===== config.mk =====
export PLATFORM = sky130hd
export DESIGN_NAME = aes_round_ctrl
export DESIGN_NICKNAME = d
export VERILOG_FILES = /design/src/rtl/aes_round_ctrl.sv
export SDC_FILE = /design/constraint.sdc
export NUM_CORES = 1
export LEC_CHECK = 0
export CAP_MARGIN = 20
export CELL_PAD_IN_SITES_DETAIL_PLACEMENT = 1
export CELL_PAD_IN_SITES_GLOBAL_PLACEMENT = 1
export CORE_MARGIN = 1
export CORE_UTILIZATION = 45
export CTS_CLUSTER_DIAMETER = 100
export DETAILED_ROUTE_END_ITERATION = 7
export DONT_BUFFER_PORTS = 1
export MAX_ROUTING_LAYER = met4
export PLACE_DENSITY = 0.85
export SLEW_MARGIN = 20
export SYNTH_ARGS = -nofsm -noshare
export SYNTH_HDL_FRONTEND = slang
export SYNTH_SLANG_ARGS = --single-unit

===== constraint.sdc =====
create_clock -name clk -period 4.7 [get_ports clk]
set_clock_uncertainty 0.05 [all_clocks]
set_input_delay 0.94 -clock clk [delete_from_list [all_inputs] [get_ports clk]]
set_output_delay 0.94 -clock clk [all_outputs]
set_load 0.1 [all_outputs]

===== src/rtl/aes_round_ctrl.sv =====
// Round sequencer for the iterative AES-128 core: INIT, NROUNDS-1 full rounds, FINAL, then DONE.
// Optional AES_CTRL_ABORT_EN adds an abort port; load raised mid-run then cancels the encryption.
module aes_round_ctrl #(
  parameter int unsigned NROUNDS          = 10,
  parameter int unsigned CYCLES_PER_ROUND = 1
) (
  input  logic       clk,
  input  logic       reset_n,
  input  logic       load,
  output logic [3:0] round,
  output logic [7:0] rcon,
  output logic       init_round,
  output logic       final_round,
  output logic       state_en,
  output logic       key_en,
  output logic       busy,
`ifdef AES_CTRL_ABORT_EN
  output logic       abort,
`endif
  output logic       done
);

  typedef enum logic [2:0] {
    S_IDLE  = 3'd0,
    S_INIT  = 3'd1,
    S_ROUND = 3'd2,
    S_FINAL = 3'd3,
    S_DONE  = 3'd4
  } state_e;

  state_e     state_q, state_d;
  logic       load_q, load_d;
  logic [3:0] round_q, round_d;
  logic [7:0] rcon_q, rcon_d;
  logic [2:0] cyc_q, cyc_d;
  logic       abort_q, abort_d;

  logic start, cyc_last, running;

  assign start    = load_q & ~load;
  assign cyc_last = (cyc_q == 3'(CYCLES_PER_ROUND - 1));
  assign running  = (state_q == S_INIT) || (state_q == S_ROUND) || (state_q == S_FINAL);
  assign load_d   = load;

  function automatic logic [7:0] xtime(input logic [7:0] x);
    return {x[6:0], 1'b0} ^ (x[7] ? 8'h1B : 8'h00);
  endfunction

  always_ff @(posedge clk) begin
    if (!reset_n) begin
      state_q <= S_IDLE;
      load_q  <= 1'b0;
      round_q <= 4'd0;
      rcon_q  <= 8'h01;
      cyc_q   <= 3'd0;
      abort_q <= 1'b0;
    end else begin
      state_q <= state_d;
      load_q  <= load_d;
      round_q <= round_d;
      rcon_q  <= rcon_d;
      cyc_q   <= cyc_d;
      abort_q <= abort_d;
    end
  end

  always_comb begin
    state_d = state_q;
    unique case (state_q)
      S_IDLE:  if (start) state_d = S_INIT;
      S_INIT:  state_d = S_ROUND;
      S_ROUND: if (cyc_last && (round_q + 4'd1 == 4'(NROUNDS))) state_d = S_FINAL;
      S_FINAL: if (cyc_last) state_d = S_DONE;
      S_DONE: begin
        if (load)       state_d = S_IDLE;
        else if (start) state_d = S_INIT;
      end
      default: state_d = S_IDLE;
    endcase
`ifdef AES_CTRL_ABORT_EN
    if (running && load) state_d = S_IDLE;
`endif
  end

  // Counters: rcon advances with the round index; FINAL and DONE leave it at Rcon[NROUNDS].
  always_comb begin
    round_d = round_q;
    rcon_d  = rcon_q;
    cyc_d   = cyc_q;
    abort_d = 1'b0;
    unique case (state_q)
      S_IDLE, S_DONE: begin
        if (start || load) begin
          round_d = 4'd0;
          rcon_d  = 8'h01;
          cyc_d   = 3'd0;
        end
      end
      S_INIT: begin
        round_d = 4'd1;
        cyc_d   = 3'd0;
      end
      S_ROUND: begin
        if (cyc_last) begin
          round_d = round_q + 4'd1;
          rcon_d  = xtime(rcon_q);
          cyc_d   = 3'd0;
        end else begin
          cyc_d = cyc_q + 3'd1;
        end
      end
      S_FINAL: cyc_d = cyc_last ? 3'd0 : cyc_q + 3'd1;
      default: ;
    endcase
`ifdef AES_CTRL_ABORT_EN
    if (running && load) begin
      round_d = 4'd0;
      rcon_d  = 8'h01;
      cyc_d   = 3'd0;
      abort_d = 1'b1;
    end
`endif
  end

  always_comb begin
    round       = round_q;
    rcon        = rcon_q;
    init_round  = (state_q == S_INIT);
    final_round = (state_q == S_FINAL);
    key_en      = ((state_q == S_ROUND) || (state_q == S_FINAL)) && cyc_last;
    state_en    = (state_q == S_INIT) || key_en;
    busy        = running;
    done        = (state_q == S_DONE);
`ifdef AES_CTRL_ABORT_EN
    abort       = abort_q;
`endif
  end

endmodule


==> results.yml, run 1 <==
outcome:
  status: "complete, no violations"
logic_synthesis:
  synth-adder-area-share: 0.0535
  syn_nets: 121
  synthFlopType: "dfxtp_1"
  yosysUniqueCellTypes: 33
  muxShareOfSynthArea: 0.0120
  synth_cells: 114
  synthMostInstantiatedCell: "dfxtp_1"
  synthSimpleGateAreaFrac: 0.237
  synthArstFlopShare: 0
  netlist.area_leader.share: 0.406
  netlist_area_um2: 936
  synth_top_cell_by_area: "dfxtp_1"
  synth_top_family_by_area: "simple AND/OR/NAND/NOR gates"
  seq_area_frac_synth: 0.406
  yosys_warnings: 0
  synth_compound_area_frac: 0.189
  ys_top_cells_by_area: "dfxtp_1 41%, nor2_1 6.8%, a22oi_1 5.6%"
  synth-seq-cells: 19
  synth-xor-area-share: 0.0374
  synth_edf_count: 0
  avgSynthCellArea_um2: 8.21
  yosys-top-cells-count: "19 x dfxtp_1, 17 x nor2_1, 8 x a21oi_1, 8 x nand2_1"
place:
  post_dp_cell_area_um2: 943
  dp.cells: 135
  dp_hpwl_um: 1700
  gp_congestion: 0.845
  port_buffers: 0
grt:
  grt_overflow: 0
  antenna_found_initial: 0
  grt_max_degree: 18
  grt_use_total: 0.235
  grt_pass1_vias: 771
  grt_pass1_wl_um: 3530
clock_tree:
  cts_made_buffers: 3
  cts_resized: 0
  clk_latency_ps: 310
  cts-root-buf: "clkbuf_4"
  hold_buffers: 0
  clk_path_buf_depth: 2
  cts_tree: "done"
  htree_num_levels: 1
  clkTransAtPathRegs_ps: 110
  cts_sinks: 19
  cts_setup_buffers: 0
worst_setup_path:
  critPathKind: "flip-flop to primary output"
  cp.required_ps: 3710
  end_kind: "primary output"
  setup.worst_path.start_class: "flip-flop"
  critPathMaxFanout: 15
  critPathArrivalTime_ps: 2230
job:
  max_cap_viol_count: 0
floorplanning:
  pin_count: 21
  dieArea_um2: 2270
  initial_utilization: 0.477
  die_w_um: 47.6
  core_um2: 1960
  row_count: 16
  die_h_um: 47.6
timing:
  post-route-period-util: 0.685
  timing.final.hold_violations: 0
  tns_ps: 0
  slew_headroom: 0.220
  worstMarginPinSlew_ps: 1170
  setup_viol: 0
  finalCriticalPeriod_ps: 3220
  slew_viol_final: 0
  clock.fmax_mhz: 311
  rsz0062_at_grt: "false"
pwr:
  pwr-share-clk: 0.291
  powerDensity_nw_per_um2: 294
  power_frac_comb: 0.111
  power_uw: 294
  power.net_switching_uw: 92.8
  p_leak_uw: 0.000357
  p_seq_frac: 0.598
  internal_power_uw: 201
  switching_share: 0.316
  ir_drop_v: 0.000179
final_layout:
  stdcell_count: 141
  antennaDiodeCount: 0
  syn_to_final_growth_pct: 6.82
  drive_gt1_frac: 0.0789
  fill_cells: 263
  layout.nets: 122
  stdcell_area_um2: 1000
  final_util: 0.510
routing:
  routed_wl_um: 2350
  route.vias.total: 837
  via_per_inst: 5.94
  drtAntennaViolNets: 0
  drc: 0
  wl_per_cell_um: 16.7
  drt_iter0_markers: 12
  firstDrtPassIters: 4
hold_path:
  min_path_type: "flip-flop to flip-flop"
[final cells by class]
| type | count | area (um^2) | share of cell area |
|---|---|---|---|
| clock buffers | 3 | 22.5 | 0.0225 |
| inverters | 8 | 30.0 | 0.0300 |
| clock inverters | 1 | 5.00 | 0.00501 |
| well taps | 27 | 33.8 | 0.0338 |
| repair buffers | 2 | 28.8 | 0.0288 |
| multi-input cells | 81 | 499 | 0.499 |
| flip-flops and latches | 19 | 380 | 0.380 |
[metrics by stage]
stage / hold slack [ps] / worst slack, ps
global placement: 431 / 1930
finish: 467 / 1480
global route: 501 / 1360
detailed placement: 453 / 1840
CTS: 469 / 1500
floorplan: 416 / 1830
[power groups by stage]
| stage | Clock [uW] | Sequential [uW] | Combinational, uW |
|---|---|---|---|
| final | 85.6 | 176 | 32.7 |
| after global routing | 95.8 | 176 | 35.3 |
| after CTS | 84.6 | 176 | 32.8 |
| after detailed placement | 0 | 179 | 32.7 |
| after global placement | 0 | 179 | 31.6 |
| after floorplan | 0 | 178 | 30.0 |
[layout by cell type (no fill, tap or decap), drive strengths merged, types with 3 or more instances in the layout]
master / Yosys / final
a21oi: 8 / 8
a22oi: 7 / 7
a31oi: 3 / 3
clkbuf: 3 / 5
dfxtp: 19 / 19
ha: 4 / 4
inv: 7 / 7
nand2: 8 / 8
nor2: 17 / 17
nor3: 5 / 5
o21ai: 3 / 3
or4: 3 / 3
xnor2: 3 / 3
[state kept, by name, summed over array words and instances, names as in the netlist]
| name | flops |
|---|---|
| state_q | 3 |
| rcon | 8 |
| cyc_q | 3 |
| round | 4 |
| load_q | 1 |
[cell families (layout without fill, tap and decap cells)]
kind of cell,count (synthesis),count (layout)
buffers and inverters,14,14
flip-flops,19,19
AO/OA/AOI/OAI,27,27
AND/OR/NAND/NOR,45,45
adder cells (fa/ha/maj),4,4
XOR/XNOR,4,4
multiplexers,1,1
[final timing paths]
path | startpoint | to | slack (ps) | depth (start not counted)
max | state_q[0]$_SDFFE_PN0P_ | state_en | 1480 | 3
min | cyc_q[2]$_SDFFE_PN0P_ | cyc_q[2]$_SDFFE_PN0P_ | 470 | 2
max reg2reg | round[1]$_SDFFE_PN0P_ | round[1]$_SDFFE_PN0P_ | 2430 | 4
min reg2reg | cyc_q[2]$_SDFFE_PN0P_ | cyc_q[2]$_SDFFE_PN0P_ | 470 | 2
[critical path, cell delays in order (launching register included)]
cell and delay (ps):
dfxtp_1 620, inv_1 160, or3_1 450, nand2_1 680
[metal layers]
metal / global-route usage / vias up / wire, um
li1: - / 400 / -
met1: 0.287 / 410 / 1020
met2: 0.370 / 19 / 1170
met3: 0.0566 / 8 / 104
met4: 0.100 / 0 / 61
met5: - / - / 0
Note: power is estimated with default switching activity, not from simulation.
==> run 2: changes to the inputs <==
- CORE_UTILIZATION: 45 -> 39
- PLACE_DENSITY: 0.85 -> 0.79
- clock period: 4.7 -> 2.93 ns (I/O delays scaled with it)
==> results.yml, run 2 (same netlist as run 1, synthesis figures left out) <==
clock_tree:
  cts_resized: 0
  cts_tree: "done"
  hold_buffers: 0
  cts_setup_buffers: 0
  clkTransAtPathRegs_ps: 110
  clk_path_buf_depth: 2
  cts_made_buffers: 3
  cts_sinks: 19
  htree_num_levels: 1
  clk_latency_ps: 300
  cts-root-buf: "clkbuf_4"
hold_path:
  min_path_type: "input pin to flip-flop"
  holdPathEnd: "rcon[0]$_SDFFE_PN1P_"
  worst_hold_startpoint: "reset_n"
  hold_path_depth: 1
floorplanning:
  row_count: 17
  die_h_um: 51.0
  core_um2: 2230
  die_w_um: 51.0
  pin_count: 21
  initial_utilization: 0.419
  dieArea_um2: 2600
worst_setup_path:
  critPathLaunch: "state_q[0]$_SDFFE_PN0P_"
  reg2reg_to: "rcon[4]$_SDFFE_PN0P_"
  cpPeakStageDelay_ps: 600
  r2r-start: "cyc_q[0]$_SDFFE_PN0P_"
  path_delay_family: "flip-flops"
  cp_slowest_cell: "dfxtp_1"
  crit_buf_inv: 2
  critPathMaxFanout: 15
  critPathArrivalTime_ps: 1850
  crit_chain: "inv_1, or3_1, nand2_1, buf_4"
  end_kind: "primary output"
  setup.worst_path.start_class: "flip-flop"
  cp.required_ps: 2290
  r2r_setup_slack_ps: 880
  critPathKind: "flip-flop to primary output"
  reg2reg_depth: 6
routing:
  drc: 0
  wl_per_cell_um: 16.0
  drt_iter0_markers: 12
  via_per_inst: 5.53
  firstDrtPassIters: 4
  route.vias.total: 852
  drtAntennaViolNets: 0
  routed_wl_um: 2460
timing:
  rsz0062_at_grt: "false"
  tns_ps: 0
  timing.final.hold_violations: 0
  worstMarginPinSlew_ps: 1030
  finalCriticalPeriod_ps: 2490
  clock.fmax_mhz: 402
  post-route-period-util: 0.849
  slew_headroom: 0.315
  slew_viol_final: 0
  setup_viol: 0
grt:
  grt_overflow: 0
  grt_max_degree: 18
  grt_pass1_wl_um: 4000
  grt_pass1_vias: 876
  grt_use_total: 0.214
  antenna_found_initial: 0
final_layout:
  final_cell_mix: "19 x dfxtp_1, 15 x nor2_1, 14 x buf_4, 8 x nand2_1, 8 x a21oi_1"
  syn_to_final_growth_pct: 15.0
  stdcell_count: 154
  layout.nets: 134
  drive_gt1_frac: 0.167
  largest_reg_flops: 8
  antennaDiodeCount: 0
  final_common_cell: "dfxtp_1"
  fill_cells: 301
pwr:
  powerDensity_nw_per_um2: 441
  internal_power_uw: 330
  power_frac_comb: 0.145
  power.net_switching_uw: 145
  p_seq_frac: 0.572
  switching_share: 0.305
  p_leak_uw: 0.000417
  ir_drop_v: 0.000281
  pwr-share-clk: 0.283
place:
  dp.cells: 150
  port_buffers: 0
  dp_hpwl_um: 1850
  gp_congestion: 0.812
outcome:
  status: "complete, no violations"
job:
  max_cap_viol_count: 0
-- run 2: power groups by stage --
stage	sequential [uW]	combinational, uW	clock [uW]
after floorplan	285	48.1	0
after global placement	277	66.6	0
after detailed placement	277	68.7	0
after CTS	272	68.7	139
after global routing	272	73.2	154
final	271	69.0	134
-- run 2: worst max-delay path by stage --
stage	slack (ps)	to	cells after the start
finish	440	state_en	4
global route	320	state_en	4
floorplan	410	final_round	3
CTS	430	state_en	4
global placement	820	state_en	4
detailed placement	780	state_en	4
-- run 2: routing by layer --
metal,global-route usage,vias up,share of wire
li1,-,423,-
met5,-,-,0
met3,0.0417,7,0.033
met1,0.236,407,0.45
met2,0.355,15,0.49
met4,0.125,0,0.024
-- run 2: final cells by class --
type	count	area (um^2)	area share
multi-input combinational	81	499	0.464
sequential	19	380	0.353
timing repair buffer	14	105	0.0977
tap	28	35.0	0.0326
inverter	8	30.0	0.0279
clock buffer	4	26.3	0.0244
-- run 2: metrics by stage --
stage	total power [uW]	hold WS, ps	cell area (um^2)	utilization	setup slack [ps]
CTS	479	301	1080	0.482	434
finish	475	310	1080	0.482	443
global placement	343	433	1050	0.470	818
floorplan	333	416	936	-	415
detailed placement	346	461	1050	0.470	779
global route	500	307	1080	0.482	317
-- run 2: worst register-to-register path, stage by stage (launching register included) --
cell	delay, ps
dfxtp_1	350
inv_1	60
ha_1	160
nand4bb_1	310
a21o_1	390
or4_1	520
a21oi_1	150
==> run 3: changes to the inputs <==
- CORE_UTILIZATION: 39 -> 43
- PLACE_DENSITY: 0.79 -> 0.82
- clock period: 2.93 -> 2.3 ns (I/O delays scaled with it)
==> results.yml, run 3 (same netlist as run 1, synthesis figures left out) <==
timing:
  post-route-period-util: 0.927
  tns_ps: 0
  slew_viol_final: 0
  worstMarginPinSlew_ps: 374
  timing.final.hold_violations: 0
  setup_viol: 0
  rsz0062_at_grt: "false"
  slew_headroom: 0.750
  finalCriticalPeriod_ps: 2130
  clock.fmax_mhz: 469
grt:
  grt_pass1_wl_um: 4130
  grt_use_total: 0.233
  gr-usage-met3: 0.0440
  busiest_layer: "met2"
  grt_max_degree: 17
  grt_overflow: 0
  grtUsageMet2: 0.398
  grt_pass1_vias: 897
  antenna_found_initial: 0
  grt_use_met1: 0.265
worst_setup_path:
  reg2reg_depth: 6
  cp.required_ps: 1790
  setup.worst_path.start_class: "flip-flop"
  reg2reg_to: "rcon[3]$_SDFFE_PN0P_"
  end_kind: "primary output"
  critPathArrivalTime_ps: 1620
  r2r_setup_slack_ps: 530
  critPathKind: "flip-flop to primary output"
  r2r-start: "cyc_q[0]$_SDFFE_PN0P_"
  critPathMaxFanout: 14
floorplanning:
  dieArea_um2: 2370
  die_h_um: 48.7
  pin_count: 21
  initial_utilization: 0.468
  core_um2: 2000
  row_count: 16
  die_w_um: 48.7
clock_tree:
  htree_num_levels: 1
  clk_latency_ps: 290
  cts_resized: 0
  hold_buffers: 0
  cts_setup_buffers: 0
  cts-root-buf: "clkbuf_4"
  cts_sinks: 19
  cts_tree: "done"
  cts_made_buffers: 3
  clk_path_buf_depth: 2
  clkTransAtPathRegs_ps: 110
place:
  port_buffers: 0
  gp_congestion: 0.807
  dp_hpwl_um: 1810
  post_dp_cell_area_um2: 1130
final_layout:
  drive_gt1_frac: 0.216
  stdcell_area_um2: 1160
  largest_reg_flops: 8
  seq_area_um2: 380
  syn_to_final_growth_pct: 23.9
  final_common_cell: "buf_4"
  antennaDiodeCount: 0
  layout.nets: 142
  fill_cells: 247
  final_cell_mix: "20 x buf_4, 19 x dfxtp_1, 15 x nor2_1, 8 x nand2_1, 8 x a21oi_1"
  multi_input_area_um2: 499
hold_path:
  worst_hold_startpoint: "reset_n"
  hold_path_depth: 1
  holdPathEnd: "rcon[0]$_SDFFE_PN1P_"
  min_path_type: "input pin to flip-flop"
routing:
  drt_iter0_markers: 4
  via_per_inst: 5.68
  drtAntennaViolNets: 0
  drc: 0
  firstDrtPassIters: 3
  routed_wl_um: 2390
  route.vias.total: 914
  wl_per_cell_um: 14.8
pwr:
  p_leak_uw: 0.000464
  ir_drop_v: 0.000333
  powerDensity_nw_per_um2: 528
outcome:
  status: "complete, no violations"
job:
  max_cap_viol_count: 0
-- run 3: cell count changes in the layout (fill, tap and decap cells not counted) --
cell / delta
buf_4: +6
buf_12: +2
-- run 3: through the flow --
stage	std cells	total power (uW)	hold slack (ps)	util	setup slack (ps)
floorplan	114	425	416	-	28.6
global placement	157	446	442	0.566	580
detailed placement	157	450	455	0.566	519
CTS	161	619	182	0.579	173
global route	161	641	197	0.579	112
finish	161	613	191	0.579	168
-- run 3: per-layer routing --
| metal | wire [um] | vias to the layer above | share of wire |
|---|---|---|---|
| met2 | 1250 | 17 | 0.53 |
| met5 | 0 | - | 0 |
| met1 | 1020 | 453 | 0.43 |
| met3 | 72 | 6 | 0.030 |
| met4 | 40 | 0 | 0.017 |
| li1 | - | 438 | - |
-- run 3: worst max-delay path, stage by stage, from the launching register on --
cell and delay (ps):
dfxtp_1 330, buf_4 180, nor2_1 330, and2_1 190, buf_4 290
-- run 3: cell type report --
class,instances,area share
clock buffer,4,0.0227
inverter,8,0.0259
multi-input combinational,81,0.430
sequential,19,0.328
tap,27,0.0291
timing repair buffer,22,0.164
-- run 3: how the worst max path moves through the flow --
| stage | from | to | slack (ps) | cells after the start |
|---|---|---|---|---|
| after global routing | state_q[0]$_SDFFE_PN0P_ | done | 110 | 4 |
| after floorplan | state_q[1]$_SDFFE_PN0P_ | busy | 30 | 2 |
| after detailed placement | state_q[0]$_SDFFE_PN0P_ | done | 520 | 4 |
| final | state_q[0]$_SDFFE_PN0P_ | done | 170 | 4 |
| after CTS | state_q[0]$_SDFFE_PN0P_ | done | 170 | 4 |
| after global placement | state_q[0]$_SDFFE_PN0P_ | done | 580 | 4 |
-- run 3: power by group --
part           total (uW)  internal [uW]  switching, uW  leakage (uW)
combinational         103           26.8           76.6      0.000296
sequential            339            333           5.38      0.000154
clock                 171           67.5            103     0.0000150
